**config.mk**
```make
export PLATFORM = sky130hd
export DESIGN_NAME = aes_job_arbiter_flat
export DESIGN_NICKNAME = d
export VERILOG_FILES = /design/src/rtl/aes_job_arbiter_if.sv /design/src/rtl/aes_job_arbiter.sv /design/src/flat_wrapper.sv
export SDC_FILE = /design/constraint.sdc
export NUM_CORES = 1
export LEC_CHECK = 0
export ABC_AREA = 0
export CAP_MARGIN = 20
export CORE_AREA = 2 2 403 405
export CTS_BUF_LIST = sky130_fd_sc_hd__clkbuf_16
export CTS_CLUSTER_SIZE = 8
export DETAILED_ROUTE_END_ITERATION = 10
export DIE_AREA = 0 0 405 407
export GPL_TIMING_DRIVEN = 0
export HOLD_SLACK_MARGIN = 0.1
export MAX_ROUTING_LAYER = met4
export PLACE_DENSITY = 0.3
export SYNTH_ARGS = -nofsm -noshare
export SYNTH_HDL_FRONTEND = slang
export SYNTH_SLANG_ARGS = --single-unit
```
**constraint.sdc**
```tcl
create_clock -name clk -period 2.73 [get_ports clk]
set_input_delay 0.819 -clock clk [delete_from_list [all_inputs] [get_ports clk]]
set_output_delay 0.819 -clock clk [all_outputs]
set_load 0.005 [all_outputs]
```
**src/rtl/aes_job_arbiter_if.sv**
```systemverilog
// Job/response bundle between two requesters, the arbiter,
// the cipher core and the response consumer.
interface aes_job_arbiter_if;
  logic         req0_valid;
  logic         req0_ready;
  logic [127:0] req0_text;
  logic [127:0] req0_key;
  logic         req1_valid;
  logic         req1_ready;
  logic [127:0] req1_text;
  logic [127:0] req1_key;
  logic [127:0] aes_text;
  logic [127:0] aes_key;
  logic [127:0] aes_ct;
  logic         rsp_valid;
  logic         rsp_ready;
  logic         rsp_id;
  logic [127:0] rsp_data;

  modport master (
    output req0_valid, req0_text, req0_key,
    input  req0_ready,
    output req1_valid, req1_text, req1_key,
    input  req1_ready,
    input  aes_text, aes_key,
    output aes_ct,
    input  rsp_valid, rsp_id, rsp_data,
    output rsp_ready
  );

  modport slave (
    input  req0_valid, req0_text, req0_key,
    output req0_ready,
    input  req1_valid, req1_text, req1_key,
    output req1_ready,
    output aes_text, aes_key,
    input  aes_ct,
    output rsp_valid, rsp_id, rsp_data,
    input  rsp_ready
  );
endinterface

```
**src/rtl/aes_job_arbiter.sv**
```systemverilog
// Two-requester arbiter for a fixed-latency AES core.
// One job in flight; alternating priority on contention.
module aes_job_arbiter #(
  parameter int LATENCY = 10
) (
  input  logic clk,
  input  logic nrst,
  aes_job_arbiter_if.slave bus,
  output logic busy
);

  typedef enum logic [1:0] {
    IDLE,
    BUSY,
    RESP
  } state_t;

  localparam logic [7:0] LAT = 8'(LATENCY);

  state_t       state_q, state_d;
  logic         prio_q, prio_d;
  logic [7:0]   cnt_q, cnt_d;
  logic [127:0] text_q, text_d;
  logic [127:0] key_q, key_d;
  logic [127:0] data_q, data_d;
  logic         id_q, id_d;

  logic gnt;
  logic hit0;
  logic hit1;

  // Grant index: prio only matters when both requesters contend
  always_comb begin
    gnt = prio_q;
    if (!(bus.req0_valid && bus.req1_valid)) begin
      gnt = bus.req1_valid;
    end
  end

  assign hit0 = (state_q == IDLE) && bus.req0_valid && !gnt;
  assign hit1 = (state_q == IDLE) && bus.req1_valid && gnt;

  // Next-state and datapath loads
  always_comb begin
    state_d = state_q;
    prio_d  = prio_q;
    cnt_d   = cnt_q;
    text_d  = text_q;
    key_d   = key_q;
    data_d  = data_q;
    id_d    = id_q;
    unique case (state_q)
      IDLE: begin
        if (hit0 || hit1) begin
          text_d  = hit1 ? bus.req1_text : bus.req0_text;
          key_d   = hit1 ? bus.req1_key : bus.req0_key;
          id_d    = hit1;
          prio_d  = !hit1;
          cnt_d   = LAT;
          state_d = BUSY;
        end
      end
      BUSY: begin
        if (cnt_q != 8'd0) begin
          cnt_d = cnt_q - 8'd1;
        end
        if (cnt_q <= 8'd1) begin
          data_d  = bus.aes_ct;
          state_d = RESP;
        end
      end
      RESP: begin
        if (bus.rsp_ready) begin
          state_d = IDLE;
        end
      end
      default: begin
        state_d = IDLE;
      end
    endcase
  end

  // State and datapath registers
  always_ff @(posedge clk or negedge nrst) begin
    if (!nrst) begin
      state_q <= IDLE;
      prio_q  <= 1'b0;
      cnt_q   <= 8'd0;
      text_q  <= '0;
      key_q   <= '0;
      data_q  <= '0;
      id_q    <= 1'b0;
    end else begin
      state_q <= state_d;
      prio_q  <= prio_d;
      cnt_q   <= cnt_d;
      text_q  <= text_d;
      key_q   <= key_d;
      data_q  <= data_d;
      id_q    <= id_d;
    end
  end

  // Readies are forced low while reset is held
  assign bus.req0_ready = hit0 && nrst;
  assign bus.req1_ready = hit1 && nrst;
  assign bus.aes_text   = text_q;
  assign bus.aes_key    = key_q;
  assign bus.rsp_valid  = (state_q == RESP);
  assign bus.rsp_id     = id_q;
  assign bus.rsp_data   = data_q;
  assign busy           = (state_q != IDLE);

endmodule

```
**src/flat_wrapper.sv**
```systemverilog
// flat-port wrapper written by rule: the top's interface ports become plain ports
module aes_job_arbiter_flat 
#(
  parameter int LATENCY = 10
)
  (clk, nrst, busy, bus_req0_valid, bus_req0_text, bus_req0_key, bus_req0_ready, bus_req1_valid, bus_req1_text, bus_req1_key, bus_req1_ready, bus_aes_text, bus_aes_key, bus_aes_ct, bus_rsp_valid, bus_rsp_id, bus_rsp_data, bus_rsp_ready);
  aes_job_arbiter_if bus_i ();
  input  logic clk;
  input  logic nrst;
  output logic busy;
  input wire logic [$bits(bus_i.req0_valid)-1:0] bus_req0_valid;
  input wire logic [$bits(bus_i.req0_text)-1:0] bus_req0_text;
  input wire logic [$bits(bus_i.req0_key)-1:0] bus_req0_key;
  output wire logic [$bits(bus_i.req0_ready)-1:0] bus_req0_ready;
  input wire logic [$bits(bus_i.req1_valid)-1:0] bus_req1_valid;
  input wire logic [$bits(bus_i.req1_text)-1:0] bus_req1_text;
  input wire logic [$bits(bus_i.req1_key)-1:0] bus_req1_key;
  output wire logic [$bits(bus_i.req1_ready)-1:0] bus_req1_ready;
  output wire logic [$bits(bus_i.aes_text)-1:0] bus_aes_text;
  output wire logic [$bits(bus_i.aes_key)-1:0] bus_aes_key;
  input wire logic [$bits(bus_i.aes_ct)-1:0] bus_aes_ct;
  output wire logic [$bits(bus_i.rsp_valid)-1:0] bus_rsp_valid;
  output wire logic [$bits(bus_i.rsp_id)-1:0] bus_rsp_id;
  output wire logic [$bits(bus_i.rsp_data)-1:0] bus_rsp_data;
  input wire logic [$bits(bus_i.rsp_ready)-1:0] bus_rsp_ready;
  assign bus_i.req0_valid = bus_req0_valid;
  assign bus_i.req0_text = bus_req0_text;
  assign bus_i.req0_key = bus_req0_key;
  assign bus_req0_ready = bus_i.req0_ready;
  assign bus_i.req1_valid = bus_req1_valid;
  assign bus_i.req1_text = bus_req1_text;
  assign bus_i.req1_key = bus_req1_key;
  assign bus_req1_ready = bus_i.req1_ready;
  assign bus_aes_text = bus_i.aes_text;
  assign bus_aes_key = bus_i.aes_key;
  assign bus_i.aes_ct = bus_aes_ct;
  assign bus_rsp_valid = bus_i.rsp_valid;
  assign bus_rsp_id = bus_i.rsp_id;
  assign bus_rsp_data = bus_i.rsp_data;
  assign bus_i.rsp_ready = bus_rsp_ready;
  aes_job_arbiter #(.LATENCY(LATENCY)) u_core (.clk(clk), .nrst(nrst), .bus(bus_i), .busy(busy));
endmodule
```
After elaboration in Yosys (flattened, before gate mapping):

Cells that the tools add are included.
Widths: inputs -> output; s select.

* reductions and logical operators: 18
* multiplexer cells: 10
* $mul: 0
* shift-type cells: 0
* add/sub/neg operators: 1
* div/mod/pow operators: 0
* bitwise logic cells: 0
* order comparisons: 1
* eq/ne operators: 6

Operators by type and width (number)
* $mux 128: 2
* $mux 8: 2
* $pmux 8 s2: 1
* $le 8x1->1 const B: 1
* $reduce_bool 8->1: 1
* $sub 8x1->8 const B: 1
* $logic_and 1x1->1: 7
* $mux 2: 3
* $ne 2x1->1 const B: 3
* $pmux 2 s3: 1
* $reduce_and 3->1: 2
* $reduce_and 2->1: 2
* $reduce_bool 2->1: 2
* $eq 2x1->1 const B: 1
* $eq 2x2->1 const B: 1
* $logic_not 1->1: 2
* $logic_not 2->1: 1
* $ne 2x2->1 const B: 1
* $logic_or 1x1->1: 1
* $mux 1: 1

* word-level logic and storage cells: 43
* bits in read-only memories: 0
* flip-flop bits (word level): 396
* memory bits (writable): 0
* memories kept: 0
* input bits: 645
* bits in latches: 0

Depth between registers and ports, before layout:

* depth after elaboration: 7
* mapped depth: 8
* gate-level depth less buffers: 6

Worst setup path before layout:

Ideal clock, no wire load.

* path type: in2out
* from: in bus_req1_valid
* to: out bus_req0_ready
* arrival: 1.883 ns
* cell stages on the path: 6
* slack: 0.028 ns
* required time: 1.911 ns
* cells stage by stage: nand2_1 and3_1 clkbuf_1 clkbuf_1 clkbuf_1 and2_1

* longest elaborated chain between the ends: 5

Ends and longest elaborated chain
* from (decl): RTL line flat_wrapper.sv:15 `input wire logic [$bits(bus_i.req1_valid)-1:0] bus_req1_valid;`
* $logic_and 1x1->1: RTL line aes_job_arbiter.sv:35 `if (!(bus.req0_valid && bus.req1_valid)) begin`
* $mux 1 *: RTL line aes_job_arbiter.sv:35
* $logic_not 1->1 *: RTL line aes_job_arbiter.sv:40 `assign hit0 = (state_q == IDLE) && bus.req0_valid && !gnt;`
* $logic_and 1x1->1 *: RTL line aes_job_arbiter.sv:40
* $logic_and 1x1->1 *: RTL line aes_job_arbiter.sv:105 `assign bus.req0_ready = hit0 && nrst;`
* to (decl): RTL line flat_wrapper.sv:14 `output wire logic [$bits(bus_i.req0_ready)-1:0] bus_req0_ready;`

Every way passes the cells marked *; elsewhere a longest branch is shown, timed or not.

Final worst setup path:

* from: reg u_core.state_q[0]
* to: out bus_req0_ready

* longest elaborated chain between the ends: 4

Ends and longest elaborated chain
* from (decl): RTL line aes_job_arbiter.sv:20 `state_t state_q, state_d;`
* from (signal assigned): RTL line aes_job_arbiter.sv:94 `state_q <= state_d;`
* $logic_not 2->1: RTL line aes_job_arbiter.sv:40
* $logic_and 1x1->1 (2 in series): RTL line aes_job_arbiter.sv:40
* $logic_and 1x1->1: RTL line aes_job_arbiter.sv:105

Every way passes these cells.

==> flow_summary.yaml <==
run_status:
  status: "finished with violations"
  violations: "negative setup slack"
global_route:
  grt_pass1_wl_microns: 155300
  antenna_found_initial: 61
  grt_pass1_vias: 16910
  grt_max_degree: 95
  grt_overflow_total: 0
  grt.total_usage_pct: 14.46
cts:
  path_clk_slew_ns: 0.06
  htree_levels: 2
  clockBufferDepth: 3
  clock_latency_ns: 0.68
  cts_root_buf: "clkbuf_16"
  cts_made_buffers: 58
  cts_tree: "yes"
  clkSinkCount: 396
yosys:
  synth_edf_count: 0
  async_flop_share_pct: 100.0
  synthesis.nets: 2096
  netlist_instances: 1449
  netlist_area_sq_um: 16150
  synth.top_cell.area_share_pct: 61.38
  synthTopCellsByCount: "nand2_1, dfrtp_1, a22oi_1"
  synth_ff_type: "dfrtp_1"
  synthDistinctLibCells: 39
  synth_seq_cells: 396
  synth.most_common_cell: "nand2_1"
  syn_avg_cell_area_sq_um: 11.14
  yosysWarnings: 0
  synth_area_leader_cell: "dfrtp_1"
  ys_seq_area_share_pct: 61.38
  synth_area_leaders: "dfrtp_1, nand2_1, a22oi_1"
timing:
  holdWs_ns: 0.03409
  max_freq_mhz: 352.0
  fin_ws_ns: -0.1108
  min_period_over_period_pct: 104.1
  setup_tns_ns: -0.2036
  drv_slew: 0
  setup_viol: 2
  fin_crit_ns: 2.841
  hold_viol_final: 0
  skew_ns: 0.04509
  max_slew_margin_pct: 48.12
  rsz0062_at_grt: "yes"
  worst_pin_slew_ns: 0.7783
setup_path:
  end_kind: "output pin"
  cp_slowest_cell: "dfrtp_2"
  worstPathArrival_ns: 2.02
  r2r-start: "u_core.state_q[0]$_DFFE_PN0P_"
  max_stage_delay_ns: 0.43
  r2r-end: "u_core.bus.aes_text[30]$_DFFE_PN0P_"
  crit_end: "bus_req0_ready"
  reg2reg_slack_ns: 0.10
  crit_path_max_fanout: 3
  cp-start-kind: "register"
  critPathLaunch: "u_core.state_q[0]$_DFFE_PN0P_"
  reg2reg_depth: 8
  path_cells: "nor2_4 > buf_6 > and3_4 > clkbuf_16 > and2_4 > buf_6"
  worstSetupPathType: "reg -> out"
  crit_path_frequent_cell: "buf_6"
  worstPathRequired_ns: 1.91
power:
  power_per_cell_area_nw_per_um2: 1009
  max-vdd-ir-drop_mv: 0.4555
  p_leak_nw: 13.18
place:
  portBuffers: 1033
  dpl.hpwl_microns: 99460
  dp_cells: 4650
  gp_congestion: 0.8119
finish:
  area_growth_syn_to_layout_pct: 93.80
  fin_cells: 4770
  fin_util_pct: 19.53
  nFillCells: 17660
  drive_gt1_share_pct: 6.390
  nets: 3208
detailed_routing:
  vias_per_cell: 3.337
  vias: 15920
  wl_microns: 121100
  dr.pass1.iters: 5
  drt_iter0_drc: 896
  drc: 0
  wl_per_cell_microns: 25.38
  ant_nets: 0
floorplan:
  die_area_sq_um: 164800
  die_h_microns: 407
  coreArea_sq_um: 160200
  ios: 1034
  core.rowCount: 147
  initial_utilization_pct: 10.08
  die_w_microns: 405
hold_path:
  hold_class: "in -> async"
flow_run:
  drv_cap: 0
worst min path at each step:
stage	slack [ns]	endpoint
2_1_floorplan	0.47	u_core.bus.aes_key[0]$_DFFE_PN0P_
3_3_place_gp	0.46	u_core.bus.aes_text[126]$_DFFE_PN0P_
3_5_place_dp	0.46	u_core.bus.aes_key[32]$_DFFE_PN0P_
4_1_cts	0.04	u_core.bus.aes_key[92]$_DFFE_PN0P_
5_1_grt	0.01	u_core.bus.aes_key[73]$_DFFE_PN0P_
6_report	0.03	u_core.bus.aes_key[73]$_DFFE_PN0P_
kinds of logic (layout without fill, tap and decap cells):
kind of cell             count (synthesis)  count (layout)  share of synthesized area, %
other                                    0              28                             0
flip-flops                             396             396                         61.38
buffers and inverters                  104            1237                         3.650
multiplexers                           132             132                         9.176
AO/OA/AOI/OAI                          270             270                         12.47
AND/OR/NAND/NOR                        544             544                         13.12
adder cells (fa/ha/maj)                  2               2                        0.1550
XOR/XNOR                                 1               1                       0.05426
flip-flops by register name, indices dropped and copies added, names as in the netlist:
signal	cells
u_core.bus.aes_key	128
u_core.bus.aes_text	128
u_core.bus.rsp_data	128
u_core.cnt_q	8
u_core.state_q	2
u_core.bus.rsp_id	1
u_core.prio_q	1
metrics by stage:
stage / power [mW] / setup slack [ns] / area [sq um]
after detailed placement: 25.02 / -2.505 / 29390
final: 31.58 / -0.1108 / 31290
after global routing: 33.73 / -0.2018 / 31280
after CTS: 32.55 / -0.2975 / 31240
after floorplan: 14.59 / 0.02838 / 16150
after global placement: 25.07 / -20.81 / 29190
what timing repair did:
action	4_1_cts	5_1_grt
gates cloned	0	0
buffers inserted	14	0
resized for setup	63	17
hold endpoints to repair	65	29
pin swaps	2	1
setup endpoints to repair	267	29
final cells by class:
cell class,instances,area (sq um),share of cell area [%]
Buffer,96,638.1,2.039
Antenna cell,28,70.07,0.2239
Clock buffer,58,1451,4.639
Multi-Input combinational cell,949,5670,18.12
Sequential cell,396,9912,31.68
Inverter,4,15.01,0.04798
Timing Repair Buffer,1056,10650,34.04
Clock inverter,23,178.9,0.5718
Tap cell,2160,2703,8.637
routing by layer:
| layer | wire length, microns | part of all wire [%] | vias up | global-route usage (%) |
|---|---|---|---|---|
| li1 | - | - | 7305 | - |
| met1 | 49940 | 41 | 7777 | 16.87 |
| met2 | 59000 | 49 | 690 | 23.89 |
| met3 | 8546 | 7.1 | 146 | 4.164 |
| met4 | 3595 | 3.0 | 0 | 4.615 |
| met5 | 0 | 0 | - | - |
critical path, delay by kind of cell (launching register included):
family	cells	cell delay [ns]
flops	1	0.43
buf+inv	3	0.38
simple gates	3	0.52
cells in the final DEF, fill, tap and decap left out, drive strengths merged, types with 2 or more instances in the layout:
cell type | synthesis | layout
mux2i | 4 | 4
o21ai | 6 | 6
dlygate4sd2 | 0 | 5
clkdlybuf4s50 | 0 | 1024
buf | 21 | 47
or3 | 2 | 2
or4 | 2 | 2
diode | 0 | 28
a22oi | 254 | 254
o21a | 2 | 2
dfrtp | 396 | 396
ha | 2 | 2
and2 | 3 | 3
and3 | 2 | 2
nand2 | 513 | 513
nor3 | 3 | 3
nor4 | 4 | 4
clkbuf | 79 | 134
nor2b | 2 | 2
a21o | 2 | 2
clkinv | 0 | 7
inv | 4 | 19
mux2 | 128 | 128
nor2 | 4 | 4
nor3b | 2 | 2
nand2b | 3 | 3
nand3 | 4 | 4
where the power goes:
| group | internal (mW) | total [mW] | switching, mW | leakage (nW) |
|---|---|---|---|---|
| combinational | 7.66 | 14.4 | 6.77 | 7.41 |
| sequential | 8.68 | 10.3 | 1.59 | 4.92 |
| clock | 3.86 | 6.89 | 3.03 | 0.847 |
Power figures use the tool's default switching activity.
